### src/rtl/typing_pkg.sv
// Shared constants and elaboration-time parameter checks for the typed-key
// edge/event counter.
package typing_pkg;

  localparam int EDGE_RISE = 0;
  localparam int EDGE_FALL = 1;
  localparam int EDGE_BOTH = 2;

  function automatic bit params_ok(input int channels, input int cnt_w, input int sync_stages);
    return (channels >= 1) && (channels <= 16) &&
           (cnt_w >= 1) && (cnt_w <= 16) &&
           ((sync_stages == 0) || (sync_stages == 2) || (sync_stages == 3));
  endfunction

endpackage

### src/rtl/edge_event_chan.sv
// One event channel: optional synchroniser, edge detect with lockout window,
// one-cycle pulse and a saturating event counter.
module edge_event_chan
  import typing_pkg::*;
#(
  parameter int CNT_W       = 8,
  parameter int SYNC_STAGES = 0,
  parameter int EDGE_MODE   = EDGE_RISE,
  parameter int LOCKOUT     = 0
) (
  input  logic             clk,
  input  logic             reset,
  input  logic             en,
  input  logic             clear,
  input  logic             signal,
  output logic             pulse,
  output logic [CNT_W-1:0] count,
  output logic             sat
);

  localparam int              WARM    = SYNC_STAGES + 1;
  localparam logic [CNT_W-1:0] CNT_MAX = '1;

  logic             sync_out;
  logic             cur_reg;
  logic             prev_reg;
  logic [2:0]       warm_reg;
  logic             primed;
  logic             raw_edge;
  logic             lock_idle;
  logic             accept;
  logic [CNT_W-1:0] count_reg;
  logic             sat_reg;

  generate
    if (SYNC_STAGES > 0) begin : g_sync
      logic [SYNC_STAGES-1:0] sync_reg;
      always_ff @(posedge clk or negedge reset) begin
        if (!reset) begin
          sync_reg <= '0;
        end else begin
          sync_reg[0] <= signal;
          for (int s = 1; s < SYNC_STAGES; s++) sync_reg[s] <= sync_reg[s-1];
        end
      end
      assign sync_out = sync_reg[SYNC_STAGES-1];
    end else begin : g_nosync
      assign sync_out = signal;
    end
  endgenerate

  // Until the pipeline has refilled after reset, prev shadows cur so a level
  // held through reset is never mistaken for an edge.
  assign primed = (warm_reg == 3'(WARM));

  always_ff @(posedge clk or negedge reset) begin
    if (!reset) begin
      cur_reg  <= 1'b0;
      prev_reg <= 1'b0;
      warm_reg <= '0;
    end else begin
      cur_reg  <= sync_out;
      prev_reg <= primed ? cur_reg : sync_out;
      if (!primed) warm_reg <= warm_reg + 3'd1;
    end
  end

  always_comb begin
    raw_edge = cur_reg & ~prev_reg;
    case (EDGE_MODE)
      EDGE_FALL: raw_edge = ~cur_reg & prev_reg;
      EDGE_BOTH: raw_edge = cur_reg ^ prev_reg;
      default:   raw_edge = cur_reg & ~prev_reg;
    endcase
  end

  assign accept = raw_edge & en & lock_idle;

  generate
    if (LOCKOUT > 0) begin : g_lock
      localparam int LW = $clog2(LOCKOUT + 1);
      logic [LW-1:0] lock_reg;
      always_ff @(posedge clk or negedge reset) begin
        if (!reset) begin
          lock_reg <= '0;
        end else if (accept) begin
          lock_reg <= LW'(LOCKOUT);
        end else if (lock_reg != '0) begin
          lock_reg <= lock_reg - LW'(1);
        end
      end
      assign lock_idle = (lock_reg == '0);
    end else begin : g_nolock
      assign lock_idle = 1'b1;
    end
  endgenerate

  // Clear has priority over a coincident accept; the pulse itself is unaffected.
  always_ff @(posedge clk or negedge reset) begin
    if (!reset) begin
      count_reg <= '0;
      sat_reg   <= 1'b0;
    end else if (clear) begin
      count_reg <= '0;
      sat_reg   <= 1'b0;
    end else if (accept && !sat_reg) begin
      count_reg <= count_reg + CNT_W'(1);
      if (count_reg == CNT_MAX - CNT_W'(1)) sat_reg <= 1'b1;
    end
  end

  assign pulse = accept;
  assign count = count_reg;
  assign sat   = sat_reg;

endmodule

### src/rtl/edge_event_counter.sv
// Multi-channel edge event counter: one edge_event_chan per input bit, with
// packed counters and a combined pulse flag.
module edge_event_counter
  import typing_pkg::*;
#(
  parameter int CHANNELS    = 2,
  parameter int CNT_W       = 8,
  parameter int SYNC_STAGES = 0,
  parameter int EDGE_MODE   = EDGE_RISE,
  parameter int LOCKOUT     = 0
) (
  input  logic                      clk,
  input  logic                      reset,
  input  logic                      en,
  input  logic                      clear,
  input  logic [CHANNELS-1:0]       signal,
  output logic [CHANNELS-1:0]       pulse,
  output logic                      any_pulse,
  output logic [CHANNELS*CNT_W-1:0] count,
  output logic [CHANNELS-1:0]       sat
);

  generate
    if (!params_ok(CHANNELS, CNT_W, SYNC_STAGES) || (EDGE_MODE < EDGE_RISE) ||
        (EDGE_MODE > EDGE_BOTH) || (LOCKOUT < 0)) begin : g_param_err
      $error("edge_event_counter: parameter out of range");
    end
  endgenerate

  genvar gi;
  generate
    for (gi = 0; gi < CHANNELS; gi++) begin : g_chan
      edge_event_chan #(
        .CNT_W      (CNT_W),
        .SYNC_STAGES(SYNC_STAGES),
        .EDGE_MODE  (EDGE_MODE),
        .LOCKOUT    (LOCKOUT)
      ) u_chan (
        .clk   (clk),
        .reset (reset),
        .en    (en),
        .clear (clear),
        .signal(signal[gi]),
        .pulse (pulse[gi]),
        .count (count[gi*CNT_W +: CNT_W]),
        .sat   (sat[gi])
      );
    end
  endgenerate

  assign any_pulse = |pulse;

endmodule

### config.mk
export PLATFORM = sky130hd
export DESIGN_NAME = edge_event_counter
export DESIGN_NICKNAME = d
export VERILOG_FILES = /design/src/rtl/typing_pkg.sv /design/src/rtl/edge_event_chan.sv /design/src/rtl/edge_event_counter.sv
export SDC_FILE = /design/constraint.sdc
export NUM_CORES = 1
export LEC_CHECK = 0
export CAP_MARGIN = 20
export CORE_ASPECT_RATIO = 1.75
export CORE_UTILIZATION = 50
export DETAILED_ROUTE_END_ITERATION = 10
export PLACE_DENSITY = 0.77
export SLEW_MARGIN = 20
export SYNTH_ARGS = -nofsm -noshare
export SYNTH_HDL_FRONTEND = slang
export SYNTH_SLANG_ARGS = --single-unit
### constraint.sdc
create_clock -name clk -period 4.51 [get_ports clk]
set_input_delay 0.451 -clock clk [delete_from_list [all_inputs] [get_ports clk]]
set_output_delay 0.451 -clock clk [all_outputs]
set_load 0.03 [all_outputs]
==> metrics.txt <==
status=completed; Via Count=roughly 1100; First-pass DRT Iterations=4; Primary FF master, synth=dfrtp_1; number of flip-flops in the largest register=16; RSZ-0062 raised after global routing=no; post-synth top area share=roughly half; final slew viol count=0; total power draw=a little under 500 uW; XOR/XNOR Fraction of Synth Area=roughly 1.2%; Worst Setup SP=en; vias in the first global route=between 1000 and 1500; share of the yosys chip area belonging to registers=between 40% and 50%; VDD IR max=0.000249 V; Synth area leader=dfrtp_1; CTS sink cnt=28; Synth area leaders=dfrtp_1 48%, ha_1 6.9%, mux2_2 4.7%; via/cell ratio=roughly 6; Max Cap Viol=0; HP Class=register to register; Ports=27; setup TNS=0 ps; syn avg cell area=approximately 10 sq um; Worst slew margin=a little under half; Antenna Nets Post-Route=0; CTS Hold Bufs=0; Lkg Pwr=0.000720 uW; largest net degree at the start of global routing=29; placed inst area=roughly 0.0017 sq mm; final period utilization=a little under three fifths; main combinational cell family by area after synthesis=simple AND/OR/NAND/NOR gates; Worst EP arrival=between 2000 and 2500 ps; Area growth syn-to-layout=22.5%; Die ar.=0.00313 sq mm; post-synthesis mux area share=about 6%; die width=around 43 um; critical path data required time=4060 ps; most instantiated cells after synthesis=28 x dfrtp_1, 12 x a21oi_1, 10 x nor2_1, 9 x inv_1, 8 x ha_1; mapped cell area=approximately 0.0014 sq mm; gpl congestion=0.830; DIE HEIGHT=73.2 um; Post-layout nets=around 180; clock skew=2.42 ps; GRT Residual Overflow=0; Yosys reg bits=28; layout cell share with drive strength beyond 1=8.64%; most frequent cell after synthesis=dfrtp_1; DR iter-0 viols=27; first-pass GRT wire length=~4.7 mm; Compound-Gate Fraction of Synth Area=10.0%; CP max FO=6; initial antenna violation count=0; IO Port Bufs=26; Synth async-reset ratio=100%; initial core utilization=approximately 53%; Synth Area in Adders=a little under 7%; DRT Wirelength=between 2 and 3 mm; Skew-Pair Late Insertion Delay=between 200 and 300 ps; CTS tree=built; critical path class=input pin to output pin; Hold Crit Start=g_chan[1].u_chan.warm_reg[2]; worst r2r src=g_chan[1].u_chan.sat; Worst-Margin Slew=around 790 ps; Global Route Usage Sum=about a fifth; hpwl dp=approximately 2 mm; drt drc=0; Max Fclk=approximately 400 MHz; # setup viols final=0; synth unique cells=30; Root Driver=clkbuf_8; crit path capture type=output pin; Clock Path Buffers=2; Gate Count Post-Synth=roughly 140; total CTS buffers=3; syn_nets=about 150; Post-synth EDFFs=0; Routed wire per std cell=14.9 um; Rows=25; Hold Vio Cnt, Final=0; post-cts sizing count=0; # Post-CTS Setup Buffers=0; clk slew on worst S/H paths=roughly 90 ps; design area=about 0.0018 sq mm; Setup crit start kind=input pin; H-tree depth=1; Placeable Area=roughly 0.0027 sq mm; pwr/cell area=roughly 270 mW/mm^2; Simple-Gate Fraction of Synth Area=approximately 22%; Antenna Cells=0; Period minus WS final=between 2000 and 3000 ps; YS warnings=0
==> critical path, cell delays in order <==
cell             delay, ps
clkdlybuf4s50_1        490
and3b_1                250
or2_2                  290
clkdlybuf4s50_1        590
==> cell families after synthesis <==
logic type	after synthesis
flops	28
xor+xnor	2
simple gates	52
mux	8
fa+ha+maj	8
buf+inv	17
compound gates	24
==> layout by cell type, fill, tap and decap left out, types with 3 or more instances in the layout <==
cell / synthesis / routed
ha_1: 8 / 8
inv_1: 9 / 9
nand2b_1: 4 / 4
nand2_1: 6 / 6
o31ai_1: 5 / 5
nor2_1: 10 / 10
a21oi_1: 12 / 12
mux2_2: 6 / 6
clkdlybuf4s50_1: 0 / 26
o21ai_0: 3 / 3
nor2b_1: 4 / 4
or4_1: 3 / 3
clkbuf_8: 0 / 3
dfrtp_1: 28 / 28
nand4_1: 6 / 6
nand3_1: 4 / 4
==> power by group <==
part / switching (uW) / internal, uW
Clock: 73.1 / 119
Sequential: 4.11 / 254
Combinational: 22.5 / 15.0
Total: 99.7 / 388
==> per-layer routing <==
layer  vias to the layer above  global-route usage, %  routed length (um)
li1                        541                      -                   -
met1                       553                   23.3                1170
met2                        36                   33.8                1460
met3                         8                   1.49                 107
met4                         0                   12.8                  76
met5                         -                      0                   0
==> worst paths after layout <==
path                                                 to  slack [ps]  cells after the start
min in group asynchronous     g_chan[1].u_chan.count[4]         550                      2
max                                           any_pulse        1990                      4
max reg2reg                   g_chan[1].u_chan.count[7]        2810                      3
min                        g_chan[1].u_chan.warm_reg[2]         470                      1
max in group asynchronous  g_chan[1].u_chan.warm_reg[2]        3700                      2
min reg2reg                g_chan[1].u_chan.warm_reg[2]         470                      1
==> final cells by class <==
type / count / area (sq um)
Clock buffer: 3 / 41.3
Clock inverter: 1 / 30.0
Fill cell: 211 / 947
Inverter: 9 / 33.8
Multi-Input combinational cell: 94 / 667
Sequential cell: 28 / 701
Tap cell: 27 / 33.8
Timing Repair Buffer: 27 / 268
==> stage by stage <==
stage / util, % / hold slack (ps) / worst slack (ps) / instances
floorplan: - / 155 / 3020 / 139
global placement: 62.6 / 455 / 2020 / 185
detailed placement: 62.6 / 470 / 1990 / 185
CTS: 65.2 / 485 / 1990 / 189
global route: 65.2 / 510 / 1930 / 189
finish: 65.2 / 474 / 1990 / 189
Note: power is estimated with default switching activity, not from simulation.
